<file path="src/rtl/qos_sched_pkg.sv">
// Shared types and constants for the two-queue QoS dequeue scheduler.
package qos_sched_pkg;

  localparam int unsigned DEF_CREDIT_W = 8;
  localparam int unsigned DEF_STAT_W   = 16;

  typedef enum logic [1:0] {
    IDLE,
    SEND,
    DRAIN
  } sched_state_e;

  localparam logic [1:0] GNT_NONE = 2'b00;
  localparam logic [1:0] GNT_Q0   = 2'b01;
  localparam logic [1:0] GNT_Q1   = 2'b10;

endpackage

</file>
<file path="src/rtl/qos_wrr_credit.sv">
// Weighted round-robin credit counters, pointer, reload and pick logic.
module qos_wrr_credit
  import qos_sched_pkg::*;
#(
  parameter int unsigned CREDIT_W = DEF_CREDIT_W
) (
  input  logic                clk,
  input  logic                reset,
  input  logic                arb_en_i,
  input  logic [1:0]          queue_empty_i,
  input  logic [CREDIT_W-1:0] weight_0_i,
  input  logic [CREDIT_W-1:0] weight_1_i,
  input  logic                done_i,
  input  logic                done_q_i,
  output logic [1:0]          pick_o,
  output logic                reload_o
);

  logic [CREDIT_W-1:0] cred_0_q, cred_0_d, cred_1_q, cred_1_d;
  logic [CREDIT_W-1:0] cred_dec;
  logic                ptr_q, ptr_d;
  logic [1:0]          eligible;

  assign eligible = ~queue_empty_i & {cred_1_q != '0, cred_0_q != '0};

  always_comb begin
    pick_o = GNT_NONE;
    if (arb_en_i) begin
      if (eligible[ptr_q]) begin
        pick_o = ptr_q ? GNT_Q1 : GNT_Q0;
      end else if (eligible[~ptr_q]) begin
        pick_o = ptr_q ? GNT_Q0 : GNT_Q1;
      end
    end
  end

  assign reload_o = arb_en_i && (eligible == 2'b00) && (queue_empty_i != 2'b11);

  always_comb begin
    cred_0_d = cred_0_q;
    cred_1_d = cred_1_q;
    ptr_d    = ptr_q;
    cred_dec = done_q_i ? cred_1_q : cred_0_q;
    if (cred_dec != '0) begin
      cred_dec = cred_dec - CREDIT_W'(1);
    end
    if (reload_o) begin
      // A zero weight still earns one packet per round.
      cred_0_d = (weight_0_i == '0) ? CREDIT_W'(1) : weight_0_i;
      cred_1_d = (weight_1_i == '0) ? CREDIT_W'(1) : weight_1_i;
    end else if (done_i) begin
      if (done_q_i) begin
        cred_1_d = cred_dec;
      end else begin
        cred_0_d = cred_dec;
      end
      ptr_d = (cred_dec != '0) ? done_q_i : ~done_q_i;
    end
  end

  always_ff @(posedge clk) begin
    if (reset) begin
      cred_0_q <= '0;
      cred_1_q <= '0;
      ptr_q    <= 1'b0;
    end else begin
      cred_0_q <= cred_0_d;
      cred_1_q <= cred_1_d;
      ptr_q    <= ptr_d;
    end
  end

endmodule

</file>
<file path="src/rtl/qos_dequeue_scheduler.sv">
// Packet-granular dequeue scheduler: WRR or strict priority over two queues,
// grant held for a whole packet, read enables and output-valid generation.
module qos_dequeue_scheduler
  import qos_sched_pkg::*;
#(
  parameter int unsigned CREDIT_W = DEF_CREDIT_W,
  parameter int unsigned STAT_W   = DEF_STAT_W
) (
  input  logic                clk,
  input  logic                reset,
  input  logic                strict_prio,
  input  logic [CREDIT_W-1:0] weight_0,
  input  logic [CREDIT_W-1:0] weight_1,
  input  logic [1:0]          queue_empty,
  input  logic [1:0]          queue_eop,
  input  logic                out_rdy,
  output logic [1:0]          queue_rd_en,
  output logic [1:0]          queue_out_en,
  output logic                total_queue_out_en,
  output logic                out_wr,
  output logic [STAT_W-1:0]   pkt_cnt_0,
  output logic [STAT_W-1:0]   pkt_cnt_1
);

  sched_state_e      state_q;
  logic [1:0]        gnt_q;
  logic              total_q;
  logic              strict_q;
  logic              out_wr_q;
  logic [STAT_W-1:0] pkt_cnt_0_q, pkt_cnt_1_q;

  logic [1:0] wrr_pick, strict_pick;
  logic       wrr_reload, arb_en, eop_rd, done;

  assign arb_en = (state_q == IDLE) && !strict_prio;

  always_comb begin
    queue_rd_en = 2'b00;
    if (state_q == SEND) begin
      queue_rd_en = gnt_q & ~queue_empty & {2{out_rdy}};
    end
  end

  assign eop_rd = |(queue_rd_en & queue_eop);
  // Credits only move for packets granted in WRR mode.
  assign done   = eop_rd && !strict_q;

  always_comb begin
    strict_pick = GNT_NONE;
    if (!queue_empty[1]) begin
      strict_pick = GNT_Q1;
    end else if (!queue_empty[0]) begin
      strict_pick = GNT_Q0;
    end
  end

  qos_wrr_credit #(
    .CREDIT_W(CREDIT_W)
  ) u_wrr_credit (
    .clk          (clk),
    .reset        (reset),
    .arb_en_i     (arb_en),
    .queue_empty_i(queue_empty),
    .weight_0_i   (weight_0),
    .weight_1_i   (weight_1),
    .done_i       (done),
    .done_q_i     (gnt_q[1]),
    .pick_o       (wrr_pick),
    .reload_o     (wrr_reload)
  );

  always_ff @(posedge clk) begin
    if (reset) begin
      state_q     <= IDLE;
      gnt_q       <= GNT_NONE;
      total_q     <= 1'b0;
      strict_q    <= 1'b0;
      out_wr_q    <= 1'b0;
      pkt_cnt_0_q <= '0;
      pkt_cnt_1_q <= '0;
    end else begin
      out_wr_q <= |queue_rd_en;
      case (state_q)
        IDLE: begin
          if (strict_prio && (strict_pick != GNT_NONE)) begin
            gnt_q    <= strict_pick;
            total_q  <= 1'b1;
            strict_q <= 1'b1;
            state_q  <= SEND;
          end else if (!strict_prio && (wrr_pick != GNT_NONE)) begin
            gnt_q    <= wrr_pick;
            total_q  <= 1'b1;
            strict_q <= 1'b0;
            state_q  <= SEND;
          end
        end
        SEND: begin
          if (eop_rd) begin
            state_q <= DRAIN;
            if (gnt_q[1]) begin
              pkt_cnt_1_q <= pkt_cnt_1_q + STAT_W'(1);
            end else begin
              pkt_cnt_0_q <= pkt_cnt_0_q + STAT_W'(1);
            end
          end
        end
        DRAIN: begin
          gnt_q   <= GNT_NONE;
          total_q <= 1'b0;
          state_q <= IDLE;
        end
        default: begin
          gnt_q   <= GNT_NONE;
          total_q <= 1'b0;
          state_q <= IDLE;
        end
      endcase
    end
  end

  assign queue_out_en       = gnt_q;
  assign total_queue_out_en = total_q;
  assign out_wr             = out_wr_q;
  assign pkt_cnt_0          = pkt_cnt_0_q;
  assign pkt_cnt_1          = pkt_cnt_1_q;

endmodule

</file>
<file path="config.mk">
export PLATFORM = sky130hd
export DESIGN_NAME = qos_dequeue_scheduler
export DESIGN_NICKNAME = d
export VERILOG_FILES = /design/src/rtl/qos_sched_pkg.sv /design/src/rtl/qos_wrr_credit.sv /design/src/rtl/qos_dequeue_scheduler.sv
export SDC_FILE = /design/constraint.sdc
export NUM_CORES = 1
export LEC_CHECK = 0
export ABC_AREA = 1
export BUFFER_PORTS_ARGS = -buffer_cell sky130_fd_sc_hd__buf_2
export CAP_MARGIN = 15
export CORE_MARGIN = 2
export CORE_UTILIZATION = 58
export DETAILED_ROUTE_END_ITERATION = 12
export PLACE_DENSITY = 0.82
export RECOVER_POWER = 50
export SYNTH_ARGS = -nofsm -noshare
export SYNTH_HDL_FRONTEND = slang
export SYNTH_SLANG_ARGS = --single-unit
</file>
<file path="constraint.sdc">
create_clock -name clk -period 4.31 [get_ports clk]
set_input_delay 0.862 -clock clk [delete_from_list [all_inputs] [get_ports clk]]
set_output_delay 0.862 -clock clk [all_outputs]
set_load 0.005 [all_outputs]
</file>
==> results of run 1 <==
per-layer routing:
layer | wire length (µm) | global-route usage, % | up-vias | share of wire (%)
li1 | - | - | 1739 | -
met1 | 3460 | 34.16 | 1482 | 45
met2 | 3723 | 42.65 | 108 | 48
met3 | 432 | 3.409 | 12 | 5.6
met4 | 104 | 7.069 | 0 | 1.3
met5 | 0 | 0 | - | 0
path summary, 6_finish.rpt:
path | end | slack, ns
worst max-delay path | pkt_cnt_0[12] | 1.52
worst min-delay path | u_wrr_credit.cred_1_q[2] | 0.47
worst max register to register | pkt_cnt_0[12] | 1.52
worst min register to register | u_wrr_credit.cred_1_q[2] | 0.47
where the power goes:
part | total [mW] | internal [mW] | switching, mW
clock network | 0.295 | 0.116 | 0.179
logic | 1.18 | 0.379 | 0.798
registers | 0.653 | 0.600 | 0.0530
total | 2.13 | 1.10 | 1.03
stage by stage:
stage,cell area [µm²],power [mW]
floorplan,3247,1.609
global placement,3557,1.813
detailed placement,3557,1.824
CTS,3646,2.118
global route,3607,2.315
finish,3607,2.125
layout make-up:
type                    instances  share of cell area [%]
multi-input cells             367                   48.94
flip-flops and latches         56                   31.08
repair buffers                 61                   8.047
inverters                      67                   6.972
well taps                      72                   2.497
clock buffers                   6                   2.012
clock inverters                 2                  0.4509
tightest hold or removal path, cell delays in order (launching register included):
cell and delay, ns:
sky130_fd_sc_hd__dfxtp_1 0.32, sky130_fd_sc_hd__nand2_1 0.06, sky130_fd_sc_hd__a21oi_1 0.06
flip-flops by register name (all words and copies together), names as in the netlist:
signal / flops
u_wrr_credit.cred_1_q: 8
out_wr: 1
pkt_cnt_1: 16
strict_q: 1
total_queue_out_en: 1
u_wrr_credit.ptr_q: 1
u_wrr_credit.cred_0_q: 8
state_q: 2
pkt_cnt_0: 16
queue_out_en: 2
cell families (layout without fill, tap and decap cells):
logic type	Yosys count	count (layout)	share of synthesized area, %
DFF	56	56	34.53
and+or+nand+nor	267	267	36.57
AOI/OAI and AO/OA	87	87	14.57
buffers and inverters	80	136	10.37
adders and majority gates	4	4	1.541
xor gates and xnor gates	9	9	2.428
Yosys cell counts, types with 4 or more instances:
cell type / n / share of area [%]
sky130_fd_sc_hd__o21ai_1: 5 / 0.77
sky130_fd_sc_hd__inv_1: 63 / 7.3
sky130_fd_sc_hd__nand2_2: 7 / 1.3
sky130_fd_sc_hd__ha_1: 4 / 1.5
sky130_fd_sc_hd__a31oi_1: 5 / 0.96
sky130_fd_sc_hd__nand3_1: 35 / 5.4
sky130_fd_sc_hd__a21oi_1: 42 / 6.5
sky130_fd_sc_hd__nor2_2: 4 / 0.77
sky130_fd_sc_hd__dfxtp_1: 56 / 35
sky130_fd_sc_hd__o21ai_0: 28 / 4.3
sky130_fd_sc_hd__nand2_1: 141 / 16
sky130_fd_sc_hd__nor3_1: 11 / 1.7
sky130_fd_sc_hd__nor2_4: 5 / 1.7
sky130_fd_sc_hd__xor2_1: 6 / 1.6
sky130_fd_sc_hd__nor2_1: 44 / 5.1
sky130_fd_sc_hd__nand4_1: 13 / 2.5
==> flow_metrics.env, run 1 <==
export IMPL_port_buffers=61
export IMPL_final_antenna_net_count=0
export IMPL_routed_via_count=3341
export IMPL_grt_util_all_layers_pct=25.33
export IMPL_clkSlewWorstSetupHoldPaths_ns=0.11
export IMPL_yosysWarningCount=0
export IMPL_largest_net_degree_at_the_start_of_global_routing=30
export IMPL_gp_congestion=0.9495
export IMPL_hold_worst_slack_ns=0.4714
export IMPL_nFillCells=525
export IMPL_startpoint="queue_out_en[1]"
export IMPL_path_depth=9
export IMPL_synth_fp_nets=531
export IMPL_critPathBufInv=0
export IMPL_pre_cts_setup_slack_ns=1.616
export IMPL_timing_hold_violations_final=0
export IMPL_worst_endpoint_arrival_ns=3.01
export IMPL_worst_r2r_path_depth=9
export IMPL_antenna_found_initial=0
export IMPL_crit_path_cell_trace="nand3_2, nor2_4, a22oi_1, nor2_1, nand3_1, nor2_1, nand3_1, nand2_1, nor2_1"
export IMPL_ys_types=34
export IMPL_cts_htree_levels=2
export IMPL_die_height_um=78.82
export IMPL_power_leakage_nw=1.592
export IMPL_cp_required_ns=4.53
export IMPL_floorplan_rows=27
export IMPL_routed_len_inst_um=12.23
export IMPL_critPathLaunchType="register"
export IMPL_dieWidth_um=78.82
export IMPL_i_o_pin_count=62
export IMPL_setup_repair_after_global_routing_missed_its_margin="false"
export IMPL_final_util_pct=65.91
export IMPL_cellPowerDensity_mw_per_mm2=589.2
export IMPL_hold_path_depth=2
export IMPL_cpMostUsedCell="sky130_fd_sc_hd__nor2_1"
export IMPL_mostFrequentLayoutCells="141 x sky130_fd_sc_hd__nand2_1, 63 x sky130_fd_sc_hd__inv_1, 56 x sky130_fd_sc_hd__dfxtp_1, 49 x sky130_fd_sc_hd__buf_2, 46 x sky130_fd_sc_hd__nor2_1"
export IMPL_max_vdd_ir_drop_mv=0.4803
export IMPL_grt_pass1_wl_um=12940
export IMPL_critPathCaptureType="register"
export IMPL_report_final_setup_viol=0
export IMPL_worst_hold_path_type="register to register"
export IMPL_number_of_iterations_in_the_first_detailed_routing_pass=5
export IMPL_period_needed_ns=2.790
export IMPL_ratio_of_cells_with_drive_above_1_in_the_final_layout_pct=13.77
export IMPL_post_cts_setup_buffer_count=0
export IMPL_criticalPathCategory="register to register"
export IMPL_largest_buffer_count_on_any_clock_path=2
export IMPL_route_detailed_vias_per_inst=5.295
export IMPL_synthCells=503
export IMPL_async_set_reset_flop_share_out_of_synthesis_pct=0
export IMPL_cp_slowest_cell="sky130_fd_sc_hd__nor2_1"
export IMPL_status="completed"
export IMPL_vias_in_the_first_global_route=2908
export IMPL_max_slew_worst_pin_slew_ns=0.9040
export IMPL_max_slew_margin_rel_pct=39.51
export IMPL_initialDrtViolationCount=231
export IMPL_nets=586
export IMPL_wirelength_um=7720
export IMPL_ys_dominant_reg_cell="sky130_fd_sc_hd__dfxtp_1"
export IMPL_fmax_mhz=358.4
export IMPL_detail_route_drc_violations=0
export IMPL_ctsResizeCount=0
export IMPL_multi_input_area_mm2=0.001765
export IMPL_layout_area_overhead_vs_synth_pct=11.10
export IMPL_timing_max_cap_violations=0
export IMPL_regArea_mm2=0.001121
export IMPL_clock_tree_root_cell="sky130_fd_sc_hd__clkbuf_8"
export IMPL_placed_cells_incl_taps=623
export IMPL_finalSetupTns_ns=0
export IMPL_drv_slew=0
export IMPL_core_mm2=0.005473
export IMPL_crit_path_max_incr_delay_ns=0.74
export IMPL_clock_skew_final_ns=0.01504
export IMPL_synth_area_per_cell_um2=6.455
export IMPL_post_dp_hpwl_um=5773
export IMPL_critPathTopFamily="simple AND/OR/NAND/NOR gates"
export IMPL_synth_ff_latch_count=56
export IMPL_number_of_enable_type_register_cells_in_the_synthesized_netlist=0
export IMPL_final_critical_path_share_of_the_clock_period_pct=64.73
export IMPL_critical_path_peak_fanout=16
export IMPL_r2r_start="queue_out_en[1]"
export IMPL_hp_start="u_wrr_credit.cred_1_q[2]"
export IMPL_final_cell_count_no_fill=631
export IMPL_post_synth_instance_area_mm2=0.003247
export IMPL_cts_made_buffers=5
export IMPL_sequential_share_of_the_synthesized_area_pct=34.53
export IMPL_hold_fix_buffers_cts=0
export IMPL_worst_skew_pair_late_latency_ns=0.32
export IMPL_start_util_pct=59.33
export IMPL_cts_sink_count=56
export IMPL_die_area_mm2=0.006213
export IMPL_setup_ws_ns=1.520
export IMPL_diodes=0
export IMPL_overflow=0
export IMPL_layout_commonest_cell="sky130_fd_sc_hd__nand2_1"
export IMPL_cts_tree="done"
No activity file was read; power rests on OpenSTA's default activity.
==> inputs of run 2 (changes only) <==
ABC_AREA = 0   (was 1)
CORE_UTILIZATION = 55   (was 58)
PLACE_DENSITY = 0.79   (was 0.82)
clock period = 2.65 ns   (was 4.31 ns; I/O delays follow)
==> run 2 against run 1 <==
Against the previous run:
- synthesized cell count is 28% lower
- sequential share of layout area grew 0.83 points
- worst hold slack worse by 0.012 ns
- largest cell class unchanged
- setup slack worse by 1.2 ns
- count of clock-buffer cells in the layout stayed put
- utilization down 1.3 points
- final cell count is 22% lower
- cell area fell by 2.6%
- non-clock buffer count rose by 10
==> flow_metrics.env, run 2 <==
export IMPL_status="completed"
export IMPL_critPathLaunchType="register"
export IMPL_synth_area_per_cell_um2=8.444
export IMPL_critPathCaptureType="register"
export IMPL_max_vdd_ir_drop_mv=0.4371
export IMPL_hold_worst_slack_ns=0.4592
export IMPL_max_slew_worst_pin_slew_ns=0.6151
export IMPL_crit_path_max_incr_delay_ns=0.44
export IMPL_cp_slowest_cell="sky130_fd_sc_hd__dfxtp_1"
export IMPL_synthMostInstantiatedCell="sky130_fd_sc_hd__nor2_1"
export IMPL_grt_util_all_layers_pct=23.27
export IMPL_yosysWarningCount=0
export IMPL_sequential_share_of_the_synthesized_area_pct=36.68
export IMPL_ys_dominant_reg_cell="sky130_fd_sc_hd__dfxtp_1"
export IMPL_cellPowerDensity_mw_per_mm2=666.6
export IMPL_crit_path_cell_trace="mux2i_1, ha_2, xnor2_1, a32oi_1, a211oi_1, nor4b_1, o2111ai_1, xnor2_1, a211oi_1"
export IMPL_overflow=0
export IMPL_critPathBufInv=0
export IMPL_max_slew_margin_rel_pct=58.68
export IMPL_period_needed_ns=2.365
export IMPL_final_critical_path_share_of_the_clock_period_pct=89.24
export IMPL_clkSlewWorstSetupHoldPaths_ns=0.11
export IMPL_largest_buffer_count_on_any_clock_path=2
export IMPL_final_cell_count_no_fill=495
export IMPL_finalSetupTns_ns=0
export IMPL_vias_in_the_first_global_route=2539
export IMPL_cts_tree="done"
export IMPL_mostFrequentLayoutCells="69 x sky130_fd_sc_hd__nor2_1, 56 x sky130_fd_sc_hd__dfxtp_1, 54 x sky130_fd_sc_hd__buf_2"
export IMPL_report_final_setup_viol=0
export IMPL_synth_top_area_share_pct=36.68
export IMPL_critical_path_peak_fanout=6
export IMPL_worst_hold_path_type="input pin to register"
export IMPL_layout_commonest_cell="sky130_fd_sc_hd__nor2_1"
export IMPL_nets=450
export IMPL_placed_cells_incl_taps=487
export IMPL_cts_htree_levels=2
export IMPL_grt_pass1_wl_um=11610
export IMPL_ratio_of_cells_with_drive_above_1_in_the_final_layout_pct=18.91
export IMPL_synthCells=362
export IMPL_cp_required_ns=2.89
export IMPL_async_set_reset_flop_share_out_of_synthesis_pct=0
export IMPL_regArea_mm2=0.001121
export IMPL_routed_len_inst_um=13.95
export IMPL_die_height_um=78.55
export IMPL_initialDrtViolationCount=149
export IMPL_criticalPathCategory="register to register"
export IMPL_worst_endpoint_arrival_ns=2.61
export IMPL_dieWidth_um=78.55
export IMPL_floorplan_rows=27
export IMPL_synth_area_top_cells="sky130_fd_sc_hd__dfxtp_1 37%, sky130_fd_sc_hd__nor2_1 8.5%, sky130_fd_sc_hd__mux2i_1 7.5%"
export IMPL_critPathTopFamily="compound AO/OA/AOI/OAI gates"
export IMPL_core_mm2=0.005439
export IMPL_diodes=0
export IMPL_design_power_total_mw=2.342
export IMPL_routed_via_count=2743
export IMPL_drv_slew=0
export IMPL_nFillCells=493
export IMPL_start_util_pct=56.20
export IMPL_cts_sink_count=56
export IMPL_worst_skew_pair_late_latency_ns=0.32
export IMPL_ys_types=51
export IMPL_hold_path_depth=3
export IMPL_path_depth=9
export IMPL_gp_congestion=0.8840
export IMPL_number_of_iterations_in_the_first_detailed_routing_pass=4
export IMPL_clock_skew_final_ns=0.007557
export IMPL_clock_tree_root_cell="sky130_fd_sc_hd__clkbuf_8"
export IMPL_port_buffers=61
export IMPL_largest_net_degree_at_the_start_of_global_routing=30
export IMPL_worst_r2r_path_depth=9
export IMPL_i_o_pin_count=62
export IMPL_die_area_mm2=0.006170
export IMPL_final_antenna_net_count=0
export IMPL_timing_hold_violations_final=0
export IMPL_timing_max_cap_violations=0
export IMPL_setup_repair_after_global_routing_missed_its_margin="false"
export IMPL_power_leakage_nw=1.458
export IMPL_hold_fix_buffers_cts=0
export IMPL_route_detailed_vias_per_inst=5.541
export IMPL_detail_route_drc_violations=0
export IMPL_cts_made_buffers=5
export IMPL_synth_ff_latch_count=56
export IMPL_synth_fp_nets=390
export IMPL_multi_input_area_mm2=0.001807
export IMPL_biggest_area_consumer_among_synthesized_cells="sky130_fd_sc_hd__dfxtp_1"
export IMPL_number_of_enable_type_register_cells_in_the_synthesized_netlist=0
export IMPL_post_synth_instance_area_mm2=0.003057
export IMPL_synth_commonest_cells="69 x sky130_fd_sc_hd__nor2_1, 56 x sky130_fd_sc_hd__dfxtp_1, 23 x sky130_fd_sc_hd__mux2i_1, 23 x sky130_fd_sc_hd__nand2_1, 23 x sky130_fd_sc_hd__xor2_1"
export IMPL_fmax_mhz=422.9
export IMPL_layout_area_overhead_vs_synth_pct=14.94
export IMPL_antenna_found_initial=0
export IMPL_wirelength_um=6905
export IMPL_post_dp_hpwl_um=5168
run 2: changes by cell type after synthesis, moves of 21 or more:
| cell | delta |
|---|---|
| sky130_fd_sc_hd__nand3_1 | -24 |
| sky130_fd_sc_hd__o21ai_0 | -21 |
| sky130_fd_sc_hd__inv_1 | -56 |
| sky130_fd_sc_hd__nand2_1 | -118 |
| sky130_fd_sc_hd__a21oi_1 | -22 |
| sky130_fd_sc_hd__nor2_1 | +25 |
| sky130_fd_sc_hd__mux2i_1 | +23 |
run 2: metrics by stage:
stage	instance area [µm²]	utilization, %	worst slack [ns]
after detailed placement	3428	63.03	0.2320
final	3513	64.60	0.2852
after CTS	3530	64.90	0.2124
after global placement	3428	63.03	0.3637
after floorplan	3057	-	0.2202
after global routing	3513	64.60	0.02681
run 2: area by class of cell:
class | count | area share, %
Multi-Input combinational cell | 281 | 51.42
Tap cell | 72 | 2.564
Clock buffer | 6 | 2.350
Timing Repair Buffer | 71 | 10.47
Clock inverter | 2 | 0.5342
Inverter | 7 | 0.7479
Sequential cell | 56 | 31.91
run 2: metal layers:
layer  vias to the layer above  global-route usage, %  share of wire, %
li1                       1387                      -                 -
met3                        17                  3.678               4.8
met5                         -                      0                 0
met4                         0                  8.596               1.9
met1                      1273                  30.53                46
met2                        66                  38.55                48
run 2: worst paths after layout:
kind,end,slack (ns),from
setup / recovery,u_wrr_credit.ptr_q,0.29,queue_out_en[1]
hold / removal,u_wrr_credit.cred_1_q[5],0.46,weight_1[5]
setup reg to reg,u_wrr_credit.ptr_q,0.29,queue_out_en[1]
hold reg to reg,total_queue_out_en,0.46,total_queue_out_en
run 2: cell families after synthesis:
kind of cell	count (synthesis)	share of synthesized area, %
simple gates	161	26.65
compound gates	59	13.67
buf+inv	25	4.093
flops	56	36.68
xor+xnor	34	9.742
fa+ha+maj	4	1.637
mux	23	7.532
run 2: worst min-delay path, delay by kind of cell:
family | cells | cell delay, ns
mux | 1 | 0.06
buf+inv | 1 | 0.08
simple gates | 1 | 0.07
run 2: report_power, final:
part / switching, mW / internal [mW]
clock: 0.295 / 0.219
sequential: 0.0759 / 0.901
combinational: 0.490 / 0.361
total: 0.861 / 1.48
run 2: repair_timing:
action                                 4_1_cts  5_1_grt
buffers inserted                             0        0
setup endpoints to repair                    0        1
endpoints found under the hold margin        0        0
gates resized for setup                      0        1
==> inputs of run 3 (changes only) <==
--- a/config.mk
+++ b/config.mk
@@ -11,5 +11,6 @@
 export CORE_MARGIN = 2
-export CORE_UTILIZATION = 55
+export CORE_UTILIZATION = 58
+export CTS_CLUSTER_DIAMETER = 120
 export DETAILED_ROUTE_END_ITERATION = 12
-export PLACE_DENSITY = 0.79
+export PLACE_DENSITY = 0.83
 export RECOVER_POWER = 50
==> constraint.sdc (replaced) <==
create_clock -name clk -period 2.8 [get_ports clk]
set_input_delay 0.14 -clock clk [delete_from_list [all_inputs] [get_ports clk]]
set_output_delay 0.14 -clock clk [all_outputs]
set_load 0.005 [all_outputs]
==> run 3 against run 2 <==
Against the previous run:
- combinational power shrank 4.5%
- utilization is 3.5 points higher
- cell area is 1.0% lower
- first-iteration DRC count is 41% higher
- non-clock buffer count shrank 3
- total power shrank 6.2%
- final cell count down 1.0%
- critical path depth unchanged
- global-route usage up 2.0 points
- fmax down 6.9%
- count of clock-buffer cells in the layout is 1 lower
==> flow_metrics.env, run 3 (synthesized netlist as in run 2, its figures left out) <==
export IMPL_nets=447
export IMPL_mostFrequentLayoutCells="69 x sky130_fd_sc_hd__nor2_1, 55 x sky130_fd_sc_hd__dfxtp_1, 51 x sky130_fd_sc_hd__buf_2"
export IMPL_number_of_iterations_in_the_first_detailed_routing_pass=5
export IMPL_fmax_mhz=393.6
export IMPL_port_buffers=61
export IMPL_diodes=0
export IMPL_internal_power_mw=1.372
export IMPL_drv_slew=0
export IMPL_timing_max_cap_violations=0
export IMPL_crit_path_cell_trace="mux2i_1, ha_1, xnor2_1, a32oi_1, a211oi_1, nor4b_1, o2111ai_1, xnor2_1, a211oi_1"
export IMPL_start_util_pct=59.85
export IMPL_crit_path_max_incr_delay_ns=0.43
export IMPL_largest_net_degree_at_the_start_of_global_routing=57
export IMPL_post_dp_hpwl_um=5240
export IMPL_critPathLaunchType="register"
export IMPL_worst_hold_path_type="input pin to register"
export IMPL_wirelength_um=7163
export IMPL_report_final_setup_viol=0
export IMPL_detail_route_drc_violations=0
export IMPL_finalSetupTns_ns=0
export IMPL_critPathCaptureType="register"
export IMPL_critical_path_peak_fanout=9
export IMPL_grt_util_met1_pct=33.01
export IMPL_clock_skew_final_ns=0.006283
export IMPL_route_detailed_vias_per_inst=5.641
export IMPL_met3_routing_resource_usage_after_global_routing_pct=4.265
export IMPL_worst_endpoint_arrival_ns=2.77
export IMPL_die_area_mm2=0.005867
export IMPL_grt_use_met2_pct=41.77
export IMPL_ratio_of_cells_with_drive_above_1_in_the_final_layout_pct=17.86
export IMPL_cp_required_ns=3.03
export IMPL_final_util_pct=68.08
export IMPL_setup_repair_after_global_routing_missed_its_margin="false"
export IMPL_max_slew_margin_rel_pct=34.20
export IMPL_dieWidth_um=76.60
export IMPL_sequential_power_share_pct=42.4
export IMPL_p_switching_mw=0.8239
export IMPL_i_o_pin_count=62
export IMPL_die_height_um=76.60
export IMPL_clock_tree_root_cell="sky130_fd_sc_hd__clkbuf_8"
export IMPL_timing_hold_violations_final=0
export IMPL_worst_skew_pair_late_latency_ns=0.32
export IMPL_routed_via_count=2764
export IMPL_floorplan_rows=26
export IMPL_setup_ws_ns=0.2594
export IMPL_status="completed"
export IMPL_criticalPathCategory="register to register"
export IMPL_grt_util_all_layers_pct=25.26
export IMPL_vias_in_the_first_global_route=2622
export IMPL_final_antenna_net_count=0
export IMPL_initialDrtViolationCount=210
export IMPL_power_leakage_nw=1.430
export IMPL_cp_slowest_cell="sky130_fd_sc_hd__dfxtp_2"
export IMPL_overflow=0
export IMPL_netSwitchingFraction_pct=37.52
export IMPL_global_route_layer_with_the_greatest_usage="met2"
export IMPL_routed_len_inst_um=14.62
export IMPL_timing_reg2reg_setup_slack_ns=0.26
export IMPL_largest_buffer_count_on_any_clock_path=2
export IMPL_core_mm2=0.005107
export IMPL_antenna_found_initial=0
export IMPL_pre_cts_setup_slack_ns=0.2176
export IMPL_design_power_total_mw=2.196
export IMPL_layout_area_overhead_vs_synth_pct=13.75
export IMPL_cts_sink_count=56
export IMPL_gp_congestion=0.9192
export IMPL_clkSlewWorstSetupHoldPaths_ns=0.10
export IMPL_comb_power_share_pct=37.0
export IMPL_cellPowerDensity_mw_per_mm2=631.5
export IMPL_cts_made_buffers=5
export IMPL_cts_tree="done"
export IMPL_period_needed_ns=2.541
export IMPL_cts_htree_levels=2
export IMPL_clock_power_share_pct=20.6
export IMPL_fin_area_mm2=0.003477
export IMPL_max_vdd_ir_drop_mv=0.3771
export IMPL_layout_commonest_cell="sky130_fd_sc_hd__nor2_1"
export IMPL_placedInstanceArea_mm2=0.003403
export IMPL_hold_fix_buffers_cts=0
export IMPL_max_slew_worst_pin_slew_ns=0.9869
export IMPL_final_critical_path_share_of_the_clock_period_pct=90.73
export IMPL_grt_pass1_wl_um=12130
run 3: repair_timing:
| action | CTS | global route |
|---|---|---|
| buffers inserted | 0 | 0 |
| endpoints found under the setup margin | 0 | 1 |
| resized for setup | 0 | 2 |
run 3: layout make-up:
class	instances	area, µm²
repair buffers	68	341.6
fillers	458	1630
well taps	70	87.58
flip-flops and latches	56	1122
clock buffers	5	68.82
inverters	7	26.28
clock inverters	3	22.52
multi-input cells	281	1808
run 3: layer usage:
metal | vias up | share of wire [%]
li1 | 1378 | -
met1 | 1296 | 45
met2 | 79 | 48
met3 | 11 | 5.2
met4 | 0 | 2.0
met5 | - | 0
run 3: power by group through the flow:
stage	combinational [mW]	sequential (mW)	clock, mW
after floorplan	0.630	0.922	0
after global placement	0.789	0.944	0
after detailed placement	0.800	0.944	0
after CTS	0.806	0.926	0.467
after global routing	0.890	0.939	0.503
final	0.812	0.931	0.453
run 3: path summary, 6_finish.rpt:
path,start,cells after the start,to
worst max-delay path,queue_out_en[1],9,u_wrr_credit.ptr_q
worst min-delay path,weight_1[5],3,u_wrr_credit.cred_1_q[5]
worst max register to register,queue_out_en[1],9,u_wrr_credit.ptr_q
worst min register to register,total_queue_out_en,2,total_queue_out_en
run 3: metrics by stage:
step | hold slack, ns | cells
global placement | 0.3891 | 482
global route | 0.06922 | 490
CTS | 0.07996 | 490
detailed placement | 0.4139 | 482
floorplan | 0.2839 | 362
finish | 0.08681 | 490
run 3: critical path: cells and delay by family (launching register included):
family                   cells  cell delay, ns
XOR/XNOR                     2            0.31
multiplexers                 1            0.34
AND/OR/NAND/NOR              1            0.29
flip-flops                   1            0.43
AO/OA/AOI/OAI                4            0.75
adder cells (fa/ha/maj)      1            0.34
